$ cat config.mk
export PLATFORM = sky130hd
export DESIGN_NAME = mac3x3_sequencer
export DESIGN_NICKNAME = d
export VERILOG_FILES = /design/src/rtl/mac3x3_sequencer.sv
export SDC_FILE = /design/constraint.sdc
export NUM_CORES = 1
export LEC_CHECK = 0
export CAP_MARGIN = 20
export CORE_MARGIN = 3
export CORE_UTILIZATION = 55
export CTS_CLUSTER_DIAMETER = 80
export DETAILED_ROUTE_END_ITERATION = 8
export HOLD_SLACK_MARGIN = 0.02
export PLACE_DENSITY_LB_ADDON = 0.2
export SLEW_MARGIN = 20
export SYNTH_ARGS = -nofsm -noshare
export SYNTH_HDL_FRONTEND = slang
export SYNTH_SLANG_ARGS = --single-unit
$ cat constraint.sdc
create_clock -name clk -period 9.8 [get_ports clk]
set_input_delay 0.98 -clock clk [delete_from_list [all_inputs] [get_ports clk]]
set_output_delay 0.98 -clock clk [all_outputs]
set_load 0.02 [all_outputs]
$ cat src/rtl/mac3x3_sequencer.sv
// 3x3 signed-weight x unsigned-pixel window accumulator: one pixel row per input beat, one result per window.
// Optional build macro MAC3X3_RELU_EN clamps negative results to zero before the output register.
module mac3x3_sequencer #(
   parameter int SHIFT = 0,
   parameter int CNT_W = 16
) (
   input  logic             clk,
   input  logic             rst,
   input  logic             in_valid,
   output logic             in_ready,
   input  logic [23:0]      in_data,
   input  logic             in_first,
   input  logic             cfg_we,
   input  logic [3:0]       cfg_addr,
   input  logic [7:0]       cfg_wdata,
   output logic             cfg_ready,
   output logic             out_valid,
   input  logic             out_ready,
   output logic [19:0]      out_data,
   output logic [CNT_W-1:0] win_count,
   output logic             err_resync
);
   typedef enum logic [1:0] {ROW0 = 2'd0, ROW1 = 2'd1, ROW2 = 2'd2} row_t;

   row_t               state_reg, state_next;
   logic [7:0]         weight_reg [0:8];
   logic signed [19:0] acc_reg, acc_next;
   logic               out_valid_reg, out_valid_next;
   logic [19:0]        out_data_reg, out_data_next;
   logic [CNT_W-1:0]   win_count_reg, win_count_next;
   logic               err_resync_reg, err_resync_next;

   logic               beat;
   logic               restart;
   row_t               row_eff;
   logic [3:0]         row_base;
   logic signed [15:0] prod [0:2];
   logic signed [17:0] row_sum;
   logic signed [19:0] row_sum_ext;
   logic signed [19:0] window_sum;
   logic signed [19:0] window_shifted;
   logic signed [19:0] window_out;

   assign in_ready   = !out_valid_reg || out_ready;
   assign cfg_ready  = (state_reg == ROW0) && !out_valid_reg;
   assign out_valid  = out_valid_reg;
   assign out_data   = out_data_reg;
   assign win_count  = win_count_reg;
   assign err_resync = err_resync_reg;

   assign beat    = in_valid && in_ready;
   // in_first forces the beat to be treated as row 0, including its weight row
   assign restart = in_first && (state_reg != ROW0);
   assign row_eff = in_first ? ROW0 : state_reg;

   always_comb begin
      row_base = 4'd0;
      case (row_eff)
         ROW1:    row_base = 4'd3;
         ROW2:    row_base = 4'd6;
         default: row_base = 4'd0;
      endcase
   end

   genvar gi;
   generate
      for (gi = 0; gi < 3; gi++) begin : g_col
         logic [3:0]         widx;
         logic signed [15:0] pix_ext;
         logic signed [15:0] w_ext;
         assign widx     = row_base + 4'(gi);
         assign pix_ext  = {8'd0, in_data[8*gi +: 8]};
         assign w_ext    = {{8{weight_reg[widx][7]}}, weight_reg[widx]};
         assign prod[gi] = pix_ext * w_ext;
      end
   endgenerate

   assign row_sum = {{2{prod[0][15]}}, prod[0]}
                  + {{2{prod[1][15]}}, prod[1]}
                  + {{2{prod[2][15]}}, prod[2]};
   assign row_sum_ext    = {{2{row_sum[17]}}, row_sum};
   assign window_sum     = acc_reg + row_sum_ext;
   assign window_shifted = window_sum >>> SHIFT;

`ifdef MAC3X3_RELU_EN
   assign window_out = window_shifted[19] ? 20'sd0 : window_shifted;
`else
   assign window_out = window_shifted;
`endif

   always_comb begin
      state_next      = state_reg;
      acc_next        = acc_reg;
      out_valid_next  = out_valid_reg;
      out_data_next   = out_data_reg;
      win_count_next  = win_count_reg;
      err_resync_next = err_resync_reg;
      if (out_valid_reg && out_ready)
         out_valid_next = 1'b0;
      // a result loading in the same cycle as a drain keeps out_valid high
      if (beat) begin
         if (restart)
            err_resync_next = 1'b1;
         case (row_eff)
            ROW0: begin
               acc_next   = row_sum_ext;
               state_next = ROW1;
            end
            ROW1: begin
               acc_next   = window_sum;
               state_next = ROW2;
            end
            ROW2: begin
               out_data_next  = window_out;
               out_valid_next = 1'b1;
               win_count_next = win_count_reg + CNT_W'(1);
               state_next     = ROW0;
            end
            default: state_next = ROW0;
         endcase
      end
   end

   always_ff @(posedge clk or posedge rst) begin
      if (rst)
         state_reg <= ROW0;
      else
         state_reg <= state_next;
   end

   always_ff @(posedge clk or posedge rst) begin
      if (rst) begin
         acc_reg        <= '0;
         out_valid_reg  <= 1'b0;
         out_data_reg   <= '0;
         win_count_reg  <= '0;
         err_resync_reg <= 1'b0;
      end else begin
         acc_reg        <= acc_next;
         out_valid_reg  <= out_valid_next;
         out_data_reg   <= out_data_next;
         win_count_reg  <= win_count_next;
         err_resync_reg <= err_resync_next;
      end
   end

   // a beat in the same cycle as a write reads the old weight
   always_ff @(posedge clk or posedge rst) begin
      if (rst) begin
         for (int i = 0; i < 9; i++)
            weight_reg[i] <= '0;
      end else if (cfg_we && cfg_ready && (cfg_addr < 4'd9)) begin
         weight_reg[cfg_addr] <= cfg_wdata;
      end
   end
endmodule
### Word level (Yosys, flattened, before mapping)

Index checks and enable logic that the tools add are counted.

| storage, ports and cells | value |
|---|---|
| register bits | 132 |
| latch bits | 0 |
| bits in writable memories | 0 |
| memory bits (read-only) | 0 |
| input bits | 42 |
| word-level logic and storage cells | 71 |
| memories kept | 0 |

| cells by class | value |
|---|---|
| add/subtract/negate cells | 6 |
| multipliers | 3 |
| divide/modulo/power cells | 0 |
| order comparisons | 6 |
| equal/unequal tests | 2 |
| shift operators | 0 |
| mux-type cells | 19 |
| bitwise logic cells | 4 |
| reductions and logical operators | 16 |

Operators with widths:

| operator | count |
|---|---|
| $bmux W8 S4 | 3 |
| $bwmux W72 | 1 |
| $mux W8 | 7 |
| $mul A9 B8 Y16 | 3 |
| $pmux W20 S2 | 1 |
| $demux W8 S4 | 1 |
| $add A20 B18 Y20 | 1 |
| $ge A5 B5 Y1 const B | 4 |
| $not A4 Y5 | 4 |
| $add A17 B16 Y18 | 1 |
| $add A16 B16 Y17 | 1 |
| $add A16 B1 Y16 const B | 1 |
| $logic_and A1 B1 Y1 | 7 |
| $pmux W3 S2 | 1 |
| $reduce_and A2 Y1 | 3 |
| $lt A5 B1 Y1 const B | 1 |
| $add A4 B1 Y4 const B | 1 |
| $add A4 B2 Y4 const B | 1 |
| $logic_not A2 Y1 | 2 |
| $lt A4 B4 Y1 const B | 1 |
| $pmux W2 S2 | 1 |
| $reduce_bool A2 Y1 | 2 |
| $mux W1 | 3 |
| $eq A2 B1 Y1 const B | 1 |
| other kinds (4) | 4 |

### Longest topological paths before layout

Gate-level depths: netlist (run 1).

| depth | value |
|---|---|
| depth in word-level cells | 13 |
| mapped depth | 47 |

### Worst setup path after synthesis (run 1)

OpenSTA, ideal clock, no wires.

| timing path | value |
|---|---|
| kind | input to register |
| from | in in_first |
| to | reg out_data_reg[19], in the netlist out_data[19] |
| arrival | 9767 ps |
| required time | 9731 ps |
| slack | -36 ps |
| stages | 40 |
| cell sequence | nand2b_1 inv_1 ha_1 buf_2 buf_2 mux4_2 nor2b_1 a21oi_1 nor2b_1 fa_1 inv_1 fa_1 inv_1 fa_1 inv_1 fa_1 inv_1 ha_1 [... 4 more ...] a2111oi_0 nor3_1 fa_1 inv_1 ha_1 a21oi_1 o21ai_1 a21o_1 a221o_1 nor2_2 ha_1 nand2_1 nor2_1 nand3_1 o211ai_1 o21a_1 or4_1 nand3_1 |

| on the way | value |
|---|---|
| cells in the longest elaborated chain, start to end | 12 |

Ends and longest elaborated chain:

| element | RTL line | text |
|---|---|---|
| start: declaration | 12 | `input logic in_first,` |
| $mux W2 (*) | 54 | `assign row_eff = in_first ? ROW0 : state_reg;` |
| $eq A2 B2 Y1 / $eq A2 B1 Y1 (equally long branches) | 58, 104 |  |
| $pmux W3 S2 | 58 | `case (row_eff)` |
| $add A4 B1 Y4 | 71 | `assign widx = row_base + 4'(gi);` |
| $not A4 Y5 (not written as such) | 73 | `assign w_ext = {{8{weight_reg[widx][7]}}, weight_reg[widx]};` |
| $bmux W8 S4 | 73 |  |
| $mux W8 (not written as such) (2 in series) | 73 |  |
| $mul A9 B8 Y16 | 74 | `assign prod[gi] = pix_ext * w_ext;` |
| $add A16 B16 Y17 | 79 | `+ {{2{prod[1][15]}}, prod[1]}` |
| $add A17 B16 Y18 | 80 | `+ {{2{prod[2][15]}}, prod[2]};` |
| $add A20 B18 Y20 | 82 | `assign window_sum = acc_reg + row_sum_ext;` |
| end signal: assignment | 141 | `out_data_reg <= out_data_next;` |
| end: declaration | 29 | `logic [19:0] out_data_reg, out_data_next;` |

Mark *: on every way between the ends. The rest lies on a longest branch, timed or not. The select of a mux whose other input is x is not followed.
A chain may end at the register's enable or synchronous reset.

### Worst setup path in the final report (run 1)

Same ends and word-level chain as after synthesis.

==> results of run 1 <==
layout make-up:
type,count,area [µm²]
Clock buffer,17,425
Timing Repair Buffer,282,2410
Tap cell,372,465
Multi-Input combinational cell,1172,11400
Sequential cell,132,3300
Fill cell,2103,8200
Antenna cell,1,2.50
Clock inverter,15,131
Inverter,229,866
cells by family (layout without fill, tap and decap cells):
group,Yosys count,after routing
XOR/XNOR,77,77
AND/OR/NAND/NOR,466,466
flip-flops,132,132
AO/OA/AOI/OAI,207,207
multiplexers,131,131
adder cells (fa/ha/maj),291,291
buffers and inverters,264,543
other,0,1
per-stage QoR:
step           hold WS (ns)  setup TNS [ns]  instance area (µm²)  cells
2_1_floorplan         0.456               0                15400   1568
3_3_place_gp          0.460           -5.83                17900   2172
3_5_place_dp          0.467           -7.53                17900   2172
4_1_cts               0.484               0                18600   2207
5_1_grt               0.504          -0.166                19000   2219
6_report              0.476               0                19000   2220
critical path: cells and delay by family:
family,cells,cell delay (ns)
AOI/OAI and AO/OA,6,1.21
xor gates and xnor gates,1,0.08
adders and majority gates,9,3.27
buffers and inverters,12,1.46
muxes,1,0.52
and+or+nand+nor,15,2.40
cells in the mapped netlist (3+ instances only):
library cell,n
xnor2_1,52
or2_2,8
mux4_2,40
a21o_1,25
mux2_2,81
nand2_1,141
nor4_1,3
a2111oi_0,3
o21ai_0,42
or3_1,5
nor2_2,3
o211ai_1,4
nor3_1,23
fa_1,129
xor2_1,25
o21a_1,8
dfrtp_1,132
mux2i_1,8
a221o_1,5
and3_1,8
o21ai_1,4
and2_1,71
nand4_1,3
nor2_1,71
nand3b_1,12
o21bai_1,15
a31oi_1,14
a21oi_1,50
o31ai_1,6
nand2b_1,22
nand3_1,22
clkbuf_1,17
nor2b_1,60
a211oi_1,5
inv_1,229
and4_1,3
buf_2,14
ha_1,162
how the worst max path moves through the flow:
stage	startpoint	end	slack [ns]	cells after the start
after floorplan	in_first	out_data[19]$_DFFE_PP0P_	0.08	40
after global placement	in_first	out_data[19]$_DFFE_PP0P_	-0.62	40
after detailed placement	in_first	out_data[19]$_DFFE_PP0P_	-0.84	40
after CTS	in_first	out_data[19]$_DFFE_PP0P_	0.01	41
after global routing	in_first	out_data[19]$_DFFE_PP0P_	-0.13	42
final	in_first	out_data[19]$_DFFE_PP0P_	0.24	44
per-layer routing:
metal | wire length (µm) | up-vias | GRT usage | part of all wire
li1 | - | 5798 | - | -
met1 | 17200 | 6182 | 0.360 | 0.44
met2 | 19000 | 336 | 0.436 | 0.49
met3 | 1800 | 69 | 0.0367 | 0.046
met4 | 1080 | 0 | 0.0895 | 0.028
met5 | 0 | - | 0 | 0
what timing repair did:
action	4_1_cts	5_1_grt
pin swaps	5	28
setup buffers	3	12
resized for setup	32	53
setup endpoints to repair	9	14
cloned	0	0
==> summary.txt, run 1 <==
Outcome
  – Status: complete, no violations

Cells and area
  – Number of flip-flops in the largest register: 72
  – Share of cells above drive strength 1: 0.239
  – Area grow syn2layout: 23.7%
  – Final core utilization: 0.698
  – Most frequent cells in the layout: inv_1 (225), buf_4 (190), ha_1 (153)
  – Commonest non-fill, non-tap cell in the layout: inv_1
  – Layout Nets: 2167

Critical path
  – Worst path max stage delay: 0.52 ns
  – Worst reg2reg setup slack: 0.56 ns
  – Worst r2r src: state_reg[0]$_DFFE_PP0P_
  – Worst Reg2Reg Path Length in Cells: 43
  – Slowest-stage cell, CP: mux4_2
  – Crit end category: flop
  – CP required: 10.16 ns
  – WS Path Type: input pin to flop
  – Startpoint Class: input pin
  – Worst R2R End: out_data[19]$_DFFE_PP0P_
  – Worst EP arrival: 9.92 ns
  – CP most frequent cell: buf_4
  – Crit path max fanout: 7

Drt
  – 1st-pass router iterations: 9
  – Vias: 12400
  – DR vias/cell: 5.58
  – Initial drt markers: 851
  – Final ANT Viol Nets: 0
  – DRC: 0
  – Detailed Route WL: 39100 µm
  – Routed wire per std cell: 17.6 µm

Logic synthesis
  – Fraction of registers with async set/reset: 1.00
  – Main synth FF type: dfrtp_1
  – Top-area cell type share of the netlist area: 0.215
  – Simple-Gate Fraction of Synth Area: 0.158
  – Mux share of post-synthesis cell area: 0.126
  – Register area share after synthesis: 0.215
  – Yosys warnings: 0
  – Yosys cell types: 72
  – Mean Syn Cell Area: 9.79 µm²
  – Syn_nets: 1901
  – Adder-cell share of the synthesized area: 0.300
  – #FFs+latches synth: 132
  – Post-Synth XOR/XNOR Area: 0.0439
  – Largest area contributor in the netlist: dfrtp_1
  – Post-Syn Area: 0.0153 mm²
  – Number of flops mapped to enable cells by yosys: 0
  – Compound-Gate Fraction of Synth Area: 0.0901
  – Post-Syn Instances: 1568
  – Main area contributors after synthesis: dfrtp_1 (22%), fa_1 (17%), ha_1 (13%)
  – Main combinational cell family by area after synthesis: adder cells

Floorplanning
  – Initial Util: 0.565
  – Die area: 0.0299 mm²
  – IO Count: 82
  – Core area: 0.0272 mm²
  – Die W: 173 µm
  – Row count: 60
  – Die height: 173 µm

Clocking
  – Worst-Skew Late Latency: 0.43 ns
  – # H-tree levels: 4
  – Clock sink total: 132
  – Clk slew on worst S/H paths: 0.07 ns
  – Clk buf depth: 2
  – TritonCTS clock tree: built
  – CTS Buf Count: 17
  – CTS root buf: clkbuf_16
  – Hold buffers post-CTS: 0

Global routing
  – Initial antenna violation count: 0
  – First-pass GRT wire length: 64400 µm
  – GRT Total Usage: 0.264
  – Number of global-route vias before repair: 12800
  – GRT Residual Overflow: 0
  – Largest net degree at the start of global routing: 73

STA
  – Peak Freq: 105 MHz
  – Fin crit period: 9.56 ns
  – Worst slew pin tran: 0.882 ns
  – Final clock period utilization by the worst path: 0.976
  – RSZ-0062 raised after global routing: true
  – Clk_skew: 0.0170 ns
  – Rel. slew slack: 0.412
  – Hold Vio Cnt, Final: 0
  – Setup violators final: 0
  – Fin. max-slew vios: 0
  – Final Worst Setup Slack: 0.240 ns

Placement
  – Gpl congestion: 0.883
  – Setup WS pre-CTS: -0.841 ns
  – Buffers on Ports: 81
  – Detailed placement HPWL: 30200 µm

Worst hold path
  – Hold depth: 2
  – Worst Hold Launch: out_data[11]$_DFFE_PP0P_
  – Hold Crit Class: flop to flop
  – Endpoint, Worst Hold: out_data[11]$_DFFE_PP0P_

Run
  – Max_cap viols: 0
Power of run 1 is not shown: default switching activity piles up to over one toggle a cycle in this logic, so the estimate is an artifact.
==> inputs of run 2 (changes only) <==
Settings changed: CORE_UTILIZATION 55 to 57, PLACE_DENSITY from default to 0.86, PLACE_DENSITY_LB_ADDON 0.2 to default.
==> run 2 against run 1 <==
Critical path depth decreased by 2; via count rose by 5.4%; clock-buffer cell count is 3 higher; sequential share of layout area is 0.11 points lower; register-to-register slack hardly changed; die area is 3.4% lower; final area up 0.61%; worst setup slack got worse by 0.032 ns; core utilization up 2.8 points; critical path type unchanged; largest cell class unchanged.
==> summary.txt, run 2 (synthesis results as in run 1) <==
Global routing
  – Largest net degree at the start of global routing: 77 (+5.5%)
  – Number of global-route vias before repair: 13700 (+7.2%)
  – First-pass GRT wire length: 67500 µm (+4.8%)
  – Initial antenna violation count: 0 (unchanged)
  – GRT Total Usage: 0.292 (+0.0280)
  – GRT Residual Overflow: 0 (unchanged)

STA
  – Fin crit period: 9.59 ns (+0.0316 ns)
  – Clk_skew: 0.00999 ns (-0.00700 ns)
  – Min Hold Slack: 0.477 ns (+0.00115 ns)
  – Worst slew pin tran: 0.965 ns (+0.0829 ns)
  – Final clock period utilization by the worst path: 0.979 (+0.00322)
  – Fin. max-slew vios: 0 (unchanged)
  – Setup violators final: 0 (unchanged)
  – Rel. slew slack: 0.357 (-0.0553)
  – Peak Freq: 104 MHz (-0.33%)
  – Hold Vio Cnt, Final: 0 (unchanged)

Critical path
  – Crit path max fanout: 7 (unchanged)
  – WS Path Type: input pin to flop
  – Worst path max stage delay: 0.56 ns (+0.04 ns)
  – Startpoint Class: input pin
  – CP required: 10.14 ns (-0.02 ns)
  – Worst EP arrival: 9.93 ns (about the same)
  – Worst r2r src: state_reg[0]$_DFFE_PP0P_
  – Worst Reg2Reg Path Length in Cells: 41 (-4.7%)
  – Slowest-stage cell, CP: fa_1
  – Worst R2R End: acc_reg[19]$_DFFE_PP0P_
  – Worst reg2reg setup slack: 0.55 ns (about the same)
  – Crit end category: flop

Placement
  – Area after DPL: 0.0178 mm² (-0.58%)
  – Detailed placement HPWL: 31600 µm (+4.5%)
  – Buffers on Ports: 81 (unchanged)
  – Placed cells: 2129 (-2.0%)
  – Gpl congestion: 0.942 (+6.7%)

Clocking
  – # H-tree levels: 4 (unchanged)
  – Worst-Skew Late Latency: 0.43 ns (about the same)
  – TritonCTS clock tree: built
  – Clk slew on worst S/H paths: 0.06 ns (about the same)
  – Hold buffers post-CTS: 0 (unchanged)
  – CTS Buf Count: 17 (unchanged)
  – Clock sink total: 132 (unchanged)
  – Clk buf depth: 2 (unchanged)
  – CTS root buf: clkbuf_16

Drt
  – 1st-pass router iterations: 7 (-2)
  – Detailed Route WL: 43700 µm (+12%)
  – Vias: 13100 (+5.4%)
  – DR vias/cell: 5.98 (+7.3%)
  – Final ANT Viol Nets: 0 (unchanged)
  – Initial drt markers: 1125 (+32%)
  – Routed wire per std cell: 20.1 µm (+14%)
  – DRC: 0 (unchanged)

Cells and area
  – Commonest non-fill, non-tap cell in the layout: inv_1
  – N_diodes: 0 (-1)
  – Post-Layout Inst Area: 0.0191 mm² (+0.61%)
  – Fillers: 1677 (-20%)
  – Most frequent cells in the layout: inv_1 (226), buf_4 (179), ha_1 (152)
  – Final core utilization: 0.727 (+0.0282)
  – Share of cells above drive strength 1: 0.248 (+0.00934)
  – Number of flip-flops in the largest register: 72 (unchanged)
  – Area grow syn2layout: 24.4%
  – Layout Nets: 2166 (-0.046%)
  – Layout Cells excl Fill: 2181 (-1.8%)

Floorplanning
  – Die W: 170 µm (-1.7%)
  – Die height: 170 µm (-1.7%)
  – Row count: 59 (-1.7%)
  – Core area: 0.0263 mm² (-3.3%)
  – Die area: 0.0289 mm² (-3.4%)
  – Initial Util: 0.584 (+0.0192)
  – IO Count: 82 (unchanged)

Worst hold path
  – Hold Crit Class: flop to flop
  – Worst Hold Launch: win_count[15]$_DFFE_PP0P_
  – Hold depth: 1 (-1)
  – Endpoint, Worst Hold: win_count[15]$_DFFE_PP0P_

Run
  – Max_cap viols: 0 (unchanged)

Outcome
  – Status: complete, no violations
==> run 2: routing by layer <==
metal | part of all wire | vias to the layer above | global-route usage
li1 | - | 5792 | -
met1 | 0.37 | 6510 | 0.352
met2 | 0.51 | 564 | 0.511
met3 | 0.063 | 186 | 0.0479
met4 | 0.051 | 0 | 0.137
met5 | 0 | - | 0
==> run 2: how the worst max path moves through the flow <==
stage | startpoint | endpoint | cells after the start
after global placement | in_first | out_data[19]$_DFFE_PP0P_ | 41
after CTS | in_first | acc_reg[19]$_DFFE_PP0P_ | 43
after detailed placement | in_first | acc_reg[19]$_DFFE_PP0P_ | 41
after global routing | in_first | acc_reg[19]$_DFFE_PP0P_ | 42
after floorplan | in_first | out_data[19]$_DFFE_PP0P_ | 40
final | in_first | acc_reg[19]$_DFFE_PP0P_ | 42
==> run 2: timing repair <==
action                                  CTS  global route
endpoints found under the setup margin   12            14
setup buffers                             9            13
pin swaps                                 4            36
resized for setup                        22            99
==> run 2: worst max-delay path, delay by kind of cell <==
family | cells | cell delay, ns
XOR/XNOR | 1 | 0.19
AND/OR/NAND/NOR | 11 | 1.40
buffers and inverters | 10 | 1.21
adder cells (fa/ha/maj) | 9 | 3.67
multiplexers | 2 | 0.81
AO/OA/AOI/OAI | 9 | 1.63
==> run 2: cell type report <==
type	count	area, µm²	area share
clock buffer	20	457	0.0239
multi-input combinational	1172	11500	0.602
timing repair buffer	281	2440	0.128
inverter	229	862	0.0451
tap	335	419	0.0219
clock inverter	12	129	0.00675
sequential	132	3300	0.173
==> run 2: metrics by stage <==
stage / TNS (ns) / worst slack (ns)
floorplan: 0 / 0.0819
global placement: -4.67 / -0.569
detailed placement: -7.88 / -0.900
CTS: 0 / 0.00620
global route: -0.100 / -0.0630
finish: 0 / 0.208
Power of run 2 is left out for the same reason.
==> inputs of run 3 (changes only) <==
Settings changed: CORE_MARGIN 3 to 2, CTS_CLUSTER_DIAMETER 80 to 150.
==> run 3 against run 2 <==
Die area down 2.3%; via count down 0.99%; first-iteration DRC count up 3.2%; final area down 1.1%; global-route usage up 0.65 points; worst hold slack worse by 0.0024 ns; critical path type unchanged; critical endpoint is now out_data[19]$_DFFE_PP0P_.
==> summary.txt, run 3 (synthesis results as in run 1) <==
Global routing
  – Initial antenna violation count: 0 (unchanged)
  – Largest net degree at the start of global routing: 77 (unchanged)
  – GRT Residual Overflow: 0 (unchanged)
  – First-pass GRT wire length: 67200 µm (-0.51%)
  – Met2 Use GR: 0.527 (+0.0159)
  – GRT Total Usage: 0.298 (+0.00655)
  – Busiest layer in global routing: met2
  – Met3 Use GR: 0.0430 (-0.00483)
  – Met1 Use GR: 0.369 (+0.0164)
  – Number of global-route vias before repair: 13400 (-1.9%)

Cells and area
  – Commonest non-fill, non-tap cell in the layout: inv_1
  – Area grow syn2layout: 23.1%
  – Layout Nets: 2166 (unchanged)
  – Final core utilization: 0.707 (-0.0200)
  – Most frequent cells in the layout: inv_1 (227), buf_4 (195), ha_1 (155)
  – Fillers: 1800 (+7.3%)
  – Footprint of the multi-input gates: 0.0113 mm² (-1.3%)
  – N_diodes: 0 (unchanged)
  – Register area: 0.00330 mm² (unchanged)
  – Share of cells above drive strength 1: 0.234 (-0.0145)
  – Number of flip-flops in the largest register: 72 (unchanged)

Clocking
  – Clk slew on worst S/H paths: 0.06 ns (about the same)
  – TritonCTS clock tree: built
  – Hold buffers post-CTS: 0 (unchanged)
  – CTS Buf Count: 17 (unchanged)
  – # H-tree levels: 4 (unchanged)
  – CTS root buf: clkbuf_16
  – Clk buf depth: 2 (unchanged)
  – Worst-Skew Late Latency: 0.44 ns (about the same)
  – Clock sink total: 132 (unchanged)

Outcome
  – Status: complete, no violations

STA
  – Fin. max-slew vios: 0 (unchanged)
  – Setup violators final: 0 (unchanged)
  – Peak Freq: 103 MHz (-1.0%)
  – Min Hold Slack: 0.474 ns (-0.00242 ns)
  – Final clock period utilization by the worst path: 0.989 (+0.0103)
  – Rel. slew slack: 0.370 (+0.0138)
  – Worst slew pin tran: 0.944 ns (-0.0207 ns)
  – Clk_skew: 0.0109 ns (+0.000948 ns)
  – Hold Vio Cnt, Final: 0 (unchanged)
  – Final Worst Setup Slack: 0.108 ns (-0.101 ns)
  – Fin crit period: 9.69 ns (+0.101 ns)

Drt
  – DR vias/cell: 5.91 (-1.2%)
  – Routed wire per std cell: 19.1 µm (-4.9%)
  – Vias: 12900 (-0.99%)
  – Detailed Route WL: 41700 µm (-4.7%)
  – DRC: 0 (unchanged)
  – Initial drt markers: 1161 (+3.2%)
  – 1st-pass router iterations: 6 (-1)
  – Final ANT Viol Nets: 0 (unchanged)

Critical path
  – Crit path max fanout: 8 (+1)
  – Worst Reg2Reg Path Length in Cells: 44 (+7.3%)
  – Worst R2R End: out_data[19]$_DFFE_PP0P_
  – Worst EP arrival: 10.06 ns (+0.13 ns)
  – CP most frequent cell: fa_1
  – Worst path depth: 44 (+4.8%)
  – CP required: 10.17 ns (+0.03 ns)
  – Startpoint Class: input pin
  – Worst path max stage delay: 0.60 ns (+0.04 ns)
  – Slowest-stage cell, CP: fa_1
  – Crit end category: flop
  – CP bufs+invs: 10 (unchanged)
  – Worst r2r src: state_reg[0]$_DFFE_PP0P_
  – Worst reg2reg setup slack: 0.35 ns (-0.20 ns)
  – Critical Path Start: in_first
  – WS Path Type: input pin to flop
  – Crit path max-delay family: adder cells
  – Crit path to: out_data[19]$_DFFE_PP0P_

Run
  – Max_cap viols: 0 (unchanged)

Placement
  – Gpl congestion: 0.941 (-0.16%)
  – Detailed placement HPWL: 31500 µm (-0.22%)
  – Buffers on Ports: 81 (unchanged)
  – Setup WS pre-CTS: -1.09 ns (-0.189 ns)

Floorplanning
  – Core area: 0.0267 mm² (+1.7%)
  – Die area: 0.0282 mm² (-2.3%)
  – Die W: 168 µm (-1.2%)
  – Initial Util: 0.574 (-0.00973)
  – Row count: 60 (+1.7%)
  – IO Count: 82 (unchanged)
  – Die height: 168 µm (-1.2%)

Worst hold path
  – Hold Crit Class: flop to flop
## run 3: cell count changes in the layout (fill, tap and decap cells not counted), sizes merged
cell          delta
clkbuf           +1
dlymetal6s2s     -1
clkinv           -1
## run 3: cell type report
class / instances / share of cell area
well taps: 341 / 0.0226
repair buffers: 281 / 0.125
clock buffers: 20 / 0.0247
inverters: 229 / 0.0456
multi-input cells: 1172 / 0.600
flip-flops and latches: 132 / 0.175
clock inverters: 11 / 0.00676
## run 3: worst min-delay path by stage
stage | to | start | depth (start not counted) | slack (ns)
floorplan | acc_reg[0]$_DFFE_PP0P_ | acc_reg[0]$_DFFE_PP0P_ | 2 | 0.46
global placement | out_data[10]$_DFFE_PP0P_ | out_data[10]$_DFFE_PP0P_ | 2 | 0.46
detailed placement | out_data[6]$_DFFE_PP0P_ | out_data[6]$_DFFE_PP0P_ | 2 | 0.46
CTS | out_data[6]$_DFFE_PP0P_ | out_data[6]$_DFFE_PP0P_ | 2 | 0.48
global route | out_data[8]$_DFFE_PP0P_ | out_data[8]$_DFFE_PP0P_ | 2 | 0.51
finish | out_data[10]$_DFFE_PP0P_ | out_data[10]$_DFFE_PP0P_ | 2 | 0.47
## run 3: worst reg2reg max path, delay by kind of cell (launching register included)
family          cells  cell delay (ns)
fa+ha+maj           9             3.52
compound gates     11             2.16
simple gates       13             2.02
buf+inv            11             1.25
flops               1             0.45
## run 3: metal layers
layer / vias up / part of all wire
met5: - / 0
met4: 0 / 0.042
met3: 146 / 0.057
met2: 552 / 0.51
met1: 6436 / 0.39
li1: 5789 / -
## run 3: what timing repair did
action | in CTS | in global routing
endpoints found under the setup margin | 11 | 15
pin swaps | 8 | 23
resized for setup | 35 | 32
buffers inserted | 12 | 9
## run 3: stage by stage
stage / instance area [µm²] / setup TNS, ns / cells
floorplan: 15400 / 0 / 1568
global placement: 17800 / -3.90 / 2134
detailed placement: 17800 / -9.27 / 2134
CTS: 18700 / 0 / 2177
global route: 18900 / -0.237 / 2186
finish: 18900 / 0 / 2186
Power of run 3 is left out for the same reason.
